File: src/rtl/mc_main_control.sv
// mc_main_control: multi-cycle MIPS main control FSM with memory wait timeout.
// Optional feature: define ADDI_EN to decode addi (opcode 001000).
module mc_main_control #(
    parameter int WAIT_LIMIT = 255,
    parameter int WAIT_W     = 8
) (
    input  logic       clk,
    input  logic       rst_n,
    input  logic [5:0] opcode,
    input  logic [5:0] funct,
    input  logic       zero,
    input  logic       mem_ready,
    output logic [3:0] alu_op,
    output logic       alu_src_a,
    output logic [1:0] alu_src_b,
    output logic [1:0] pc_source,
    output logic       pc_en,
    output logic       iord,
    output logic       mem_read,
    output logic       mem_write,
    output logic       ir_write,
    output logic       reg_dst,
    output logic       mem_to_reg,
    output logic       reg_write,
    output logic       illegal,
    output logic       mem_err,
    output logic [3:0] state
);

    typedef enum logic [3:0] {
        S_RESET   = 4'd0,
        S_FETCH   = 4'd1,
        S_DECODE  = 4'd2,
        S_MEMADR  = 4'd3,
        S_MEMRD   = 4'd4,
        S_MEMWB   = 4'd5,
        S_MEMWR   = 4'd6,
        S_EXEC    = 4'd7,
        S_RWB     = 4'd8,
        S_BRANCH  = 4'd9,
        S_JUMP    = 4'd10,
        S_ADDI_EX = 4'd11,
        S_ADDI_WB = 4'd12
    } state_e;

    localparam logic [5:0] OP_R    = 6'b000000;
    localparam logic [5:0] OP_LW   = 6'b100011;
    localparam logic [5:0] OP_SW   = 6'b101011;
    localparam logic [5:0] OP_BEQ  = 6'b000100;
    localparam logic [5:0] OP_J    = 6'b000010;
    localparam logic [5:0] OP_ADDI = 6'b001000;

    localparam logic [WAIT_W-1:0] LIMIT = WAIT_W'(WAIT_LIMIT);

    state_e            state_q, state_d;
    logic [WAIT_W-1:0] wait_q, wait_d;
    logic              mem_st;
    logic              timeout;

    assign state = state_q;

    // States that wait on the memory handshake, and the timeout condition
    assign mem_st  = (state_q == S_FETCH) || (state_q == S_MEMRD) || (state_q == S_MEMWR);
    assign timeout = mem_st && !mem_ready && (WAIT_LIMIT != 0) && (wait_q == LIMIT);

    // Next state and all control outputs, decoded from the current state
    always_comb begin
        state_d    = state_q;
        alu_op     = 4'b0000;
        alu_src_a  = 1'b0;
        alu_src_b  = 2'b00;
        pc_source  = 2'b00;
        pc_en      = 1'b0;
        iord       = 1'b0;
        mem_read   = 1'b0;
        mem_write  = 1'b0;
        ir_write   = 1'b0;
        reg_dst    = 1'b0;
        mem_to_reg = 1'b0;
        reg_write  = 1'b0;
        illegal    = 1'b0;
        mem_err    = 1'b0;
        case (state_q)
            S_RESET: state_d = S_FETCH;
            S_FETCH: begin
                mem_read  = 1'b1;
                alu_src_b = 2'b01;
                alu_op    = 4'b0010;
                if (mem_ready) begin
                    ir_write = 1'b1;
                    pc_en    = 1'b1;
                    state_d  = S_DECODE;
                end else if (timeout) begin
                    mem_err = 1'b1;
                    state_d = S_FETCH;
                end
            end
            S_DECODE: begin
                alu_src_b = 2'b11;
                alu_op    = 4'b0010;
                case (opcode)
                    OP_R:         state_d = S_EXEC;
                    OP_LW, OP_SW: state_d = S_MEMADR;
                    OP_BEQ:       state_d = S_BRANCH;
                    OP_J:         state_d = S_JUMP;
`ifdef ADDI_EN
                    OP_ADDI:      state_d = S_ADDI_EX;
`endif
                    default: begin
                        illegal = 1'b1;
                        state_d = S_FETCH;
                    end
                endcase
            end
            S_MEMADR: begin
                alu_src_a = 1'b1;
                alu_src_b = 2'b10;
                alu_op    = 4'b0010;
                if (opcode == OP_LW)      state_d = S_MEMRD;
                else if (opcode == OP_SW) state_d = S_MEMWR;
                else                      state_d = S_FETCH;
            end
            S_MEMRD: begin
                mem_read = 1'b1;
                iord     = 1'b1;
                if (mem_ready) begin
                    state_d = S_MEMWB;
                end else if (timeout) begin
                    mem_err = 1'b1;
                    state_d = S_FETCH;
                end
            end
            S_MEMWB: begin
                reg_write  = 1'b1;
                mem_to_reg = 1'b1;
                state_d    = S_FETCH;
            end
            S_MEMWR: begin
                mem_write = 1'b1;
                iord      = 1'b1;
                if (mem_ready) begin
                    state_d = S_FETCH;
                end else if (timeout) begin
                    mem_err = 1'b1;
                    state_d = S_FETCH;
                end
            end
            S_EXEC: begin
                alu_src_a = 1'b1;
                case (funct)
                    6'b100100: alu_op = 4'b0000;
                    6'b100101: alu_op = 4'b0001;
                    6'b100000: alu_op = 4'b0010;
                    6'b100010: alu_op = 4'b0110;
                    6'b101010: alu_op = 4'b0111;
                    default:   alu_op = 4'b0010;
                endcase
                state_d = S_RWB;
            end
            S_RWB: begin
                reg_write = 1'b1;
                reg_dst   = 1'b1;
                state_d   = S_FETCH;
            end
            S_BRANCH: begin
                alu_src_a = 1'b1;
                alu_op    = 4'b0110;
                pc_source = 2'b01;
                pc_en     = zero;
                state_d   = S_FETCH;
            end
            S_JUMP: begin
                pc_source = 2'b10;
                pc_en     = 1'b1;
                state_d   = S_FETCH;
            end
`ifdef ADDI_EN
            S_ADDI_EX: begin
                alu_src_a = 1'b1;
                alu_src_b = 2'b10;
                alu_op    = 4'b0010;
                state_d   = S_ADDI_WB;
            end
            S_ADDI_WB: begin
                reg_write = 1'b1;
                state_d   = S_FETCH;
            end
`endif
            default: state_d = S_FETCH;
        endcase
    end

    // Wait counter: restarts on any state change, completion or timeout; saturates
    always_comb begin
        wait_d = wait_q;
        if ((state_d != state_q) || mem_ready || timeout) begin
            wait_d = '0;
        end else if (mem_st && (wait_q != '1)) begin
            wait_d = wait_q + 1'b1;
        end
    end

    // State and wait counter registers
    always_ff @(posedge clk or negedge rst_n) begin
        if (!rst_n) begin
            state_q <= S_RESET;
            wait_q  <= '0;
        end else begin
            state_q <= state_d;
            wait_q  <= wait_d;
        end
    end

endmodule
File: config.mk
export PLATFORM = sky130hd
export DESIGN_NAME = mc_main_control
export DESIGN_NICKNAME = d
export VERILOG_FILES = /design/src/rtl/mc_main_control.sv
export SDC_FILE = /design/constraint.sdc
export NUM_CORES = 1
export LEC_CHECK = 0
export ABC_AREA = 1
export BUFFER_PORTS_ARGS = -buffer_cell sky130_fd_sc_hd__buf_4
export CAP_MARGIN = 5
export CORE_MARGIN = 2
export CORE_UTILIZATION = 52
export CTS_CLUSTER_DIAMETER = 40
export DETAILED_ROUTE_END_ITERATION = 16
export PLACE_DENSITY = 0.84
export SYNTH_ARGS = -nofsm -noshare
export SYNTH_HDL_FRONTEND = slang
export SYNTH_SLANG_ARGS = --single-unit
File: constraint.sdc
create_clock -name clk -period 4.11 [get_ports clk]
set_input_delay 0.2055 -clock clk [delete_from_list [all_inputs] [get_ports clk]]
set_output_delay 0.2055 -clock clk [all_outputs]
set_load 0.005 [all_outputs]
==> reports/metrics.json <==
{
  "detailed_routing": {
    "drt_antenna_net_count": 0,
    "route.final.wire_length_mm": 2.492,
    "drtIter0Drc": 22,
    "wl_per_cell_um": 10.93,
    "avgViaCountPerCell": 4.961,
    "detailedRoute.firstPassIterationCount": 4,
    "detailroute.via_count": 1131,
    "drc_errors": 0
  },
  "critical_path": {
    "critical_path.slowest_cell": "dfrtp_1",
    "cp_data_required_time_ns": 4.31,
    "worst-endpoint-arrival_ns": 2.06,
    "worst_r2r_startpoint": "wait_q[0]",
    "critical_path.startpoint_type": "flip-flop",
    "rr_endpoint": "wait_q[4]",
    "register_to_register_setup_slack_ns": 2.26,
    "worst_setup_ep_type": "flip-flop",
    "rr_worst_depth": 11,
    "critPathKind": "reg2reg",
    "cpMostUsedCell": "nand2_1",
    "path_max_fanout": 8,
    "critical-path-max-stage-delay_ns": 0.37,
    "chain_of_cells_forming_the_critical_path": "ha_1, inv_1, nor3_2, nand3_2, nand2_1, nand2_1, nand3_1, nand2_1, nor2_2, nand3_2, nor2_1"
  },
  "layout": {
    "area_growth_pct": 34.27,
    "fin_cells": 228,
    "layout-drive-gt1-share_pct": 26.87,
    "design.final.nets": 219,
    "antenna-diode-count": 0,
    "finalInstanceArea_um2": 1373
  },
  "timing": {
    "final_setup_violating_endpoints": 0,
    "setup_tns_ns": 0,
    "timing.hold.ws_ns": 0.3105,
    "final-hold-violation-count": 0,
    "min_tclk_post_route_ns": 1.855,
    "clock-skew-final_ns": 0.005304,
    "max_freq_ghz": 0.5392,
    "grt_setup_unrepaired": "false",
    "final_clock_period_utilization_by_the_worst_path_pct": 45.12,
    "timing.final.max_slew_violations": 0
  },
  "worst_hold_path": {
    "hold_depth": 4,
    "hold_path_end": "state[2]",
    "hold_path.class": "in2reg",
    "timing.hold.worst.start": "opcode[1]"
  },
  "placed_design": {
    "gpl.final_weighted_congestion": 0.8775,
    "placedInstanceArea_um2": 1326,
    "total_of_buffers_placed_on_input_and_output_ports": 37,
    "dp.cells": 223,
    "hpwl_mm": 2.118
  },
  "yosys": {
    "yosysWarningCount": 0,
    "synth.top_cells.by_area": "dfrtp_1 (29%), nor2_1 (12%), nand2_1 (11%)",
    "yosys_register_bits": 12,
    "synth_top_area_share_pct": 29.38,
    "synth_area_per_cell_um2": 6.389,
    "synth_seq_area_share_pct": 29.38,
    "synth_cells": 160,
    "largest_family_of_logic_cells_by_synthesized_area": "simple AND/OR/NAND/NOR gates",
    "synth_xor_area_share_pct": 5.141,
    "postSynth.asyncResetShare_pct": 100.0,
    "synth_compound_area_share_pct": 6.732,
    "synth_commonest_cells": "nor2_1 (34), nand2_1 (30), inv_1 (28)",
    "post-synth-top-area-cell": "dfrtp_1",
    "post_synthesis_cell_area_um2": 1022,
    "synth_most_common_cell": "nor2_1",
    "synth_edf_count": 0,
    "synthDistinctLibCells": 26,
    "synthAdderAreaFrac_pct": 1.224,
    "mapped_nets": 177,
    "post_synth_and_or_nand_nor_area_fraction_pct": 45.78,
    "synth.mux.area_fraction_pct": 0,
    "synth_flop_cell": "dfrtp_1"
  },
  "clock_network": {
    "cts_htree_levels": 1,
    "cts-resized-gates": 0,
    "clockBufferDepth": 2,
    "numCtsBuffers": 3,
    "clk_latency_ns": 0.27,
    "cts_setup_buffers": 0,
    "cts_tree": "built",
    "cts_sinks": 12,
    "clk_pin_slew_ns": 0.08,
    "cts_hold_buf": 1,
    "cts.root.buffer_cell": "clkbuf_4"
  },
  "global_routing": {
    "grt_pass1_vias": 1101,
    "antenna_found_initial": 0,
    "globalRoute.totalOverflow": 0,
    "global_route.usage.total_pct": 24.06,
    "grt_first_pass_wirelength_mm": 4.533,
    "grt_start_max_net_pins": 13
  },
  "floorplanning": {
    "top_level_pins": 39,
    "die_width_um": 48.34,
    "floorplan.initialDensity_pct": 53.75,
    "dieArea_um2": 2336,
    "core_area_um2": 1902,
    "placement_rows": 16,
    "floorplan.die.height_um": 48.34
  },
  "outcome": {
    "outcome": "finished clean"
  },
  "power": {
    "vdd_drop_max_mv": 0.5087,
    "total_leakage_power_nw": 0.7734,
    "total_power_w": 0.0007123,
    "power_density_nw_per_um2": 519.0
  },
  "run": {
    "drv.max_cap_violation_count": 0
  }
}
## metal layers
| metal | GRT usage (%) | part of all wire (%) | vias to the layer above | routed length (µm) |
|---|---|---|---|---|
| met2 | 44.21 | 54 | 27 | 1352 |
| met1 | 27.52 | 41 | 521 | 1018 |
| met3 | 5.864 | 4.0 | 2 | 99 |
| met4 | 7.143 | 0.84 | 0 | 21 |
| li1 | - | - | 581 | - |
| met5 | 0 | 0 | - | 0 |
## cell families (layout without fill, tap and decap cells)
logic type | after synthesis | count (layout)
XOR/XNOR | 6 | 6
flip-flops | 12 | 12
AO/OA/AOI/OAI | 12 | 12
adder cells (fa/ha/maj) | 1 | 1
buffers and inverters | 30 | 71
other | 1 | 1
AND/OR/NAND/NOR | 98 | 98
## flip-flops by register name (all words and copies together), names as in the netlist
register,cells
state,4
wait_q,8
## stage by stage
stage | util (%) | setup WS (ns)
floorplan | - | 2.521
global placement | 69.74 | 2.353
detailed placement | 69.74 | 2.272
CTS | 72.17 | 2.255
global route | 72.17 | 2.047
finish | 72.17 | 2.255
## area by class of cell
type	instances	area, µm²
Tap cell	27	33.78
Clock buffer	4	36.28
Multi-Input combinational cell	118	605.6
Sequential cell	12	300.3
Inverter	29	108.9
Timing Repair Buffer	38	287.8
Fill cell	166	529.3
## worst max path at each step
stage,startpoint,endpoint
after floorplan,wait_q[0],wait_q[0]
after detailed placement,wait_q[0],wait_q[4]
final,wait_q[0],wait_q[4]
after global routing,wait_q[0],wait_q[2]
after global placement,wait_q[0],wait_q[0]
after CTS,wait_q[0],wait_q[4]
## power by group
group,internal (W),total (W),switching [W]
Clock,0.0000538,0.0000919,0.0000381
Combinational,0.000195,0.000447,0.000252
Sequential,0.000139,0.000173,0.0000340
## cell usage in the layout (no fill, tap or decap), types with 3 or more instances in the layout
cell type,synthesis,routed
nand2_2,5,5
nand2_1,30,30
o21ai_0,8,8
nand3_1,16,16
nor2_1,34,34
xor2_1,4,4
inv_1,28,28
dfrtp_1,12,12
clkbuf_4,0,3
buf_4,1,37
## critical path: cells and delay by family (launching register included)
kind	cells	cell delay [ns]
adders and majority gates	1	0.20
buffers and inverters	1	0.08
and+or+nand+nor	9	1.14
DFF	1	0.37
(Power assumes the default switching activity.)
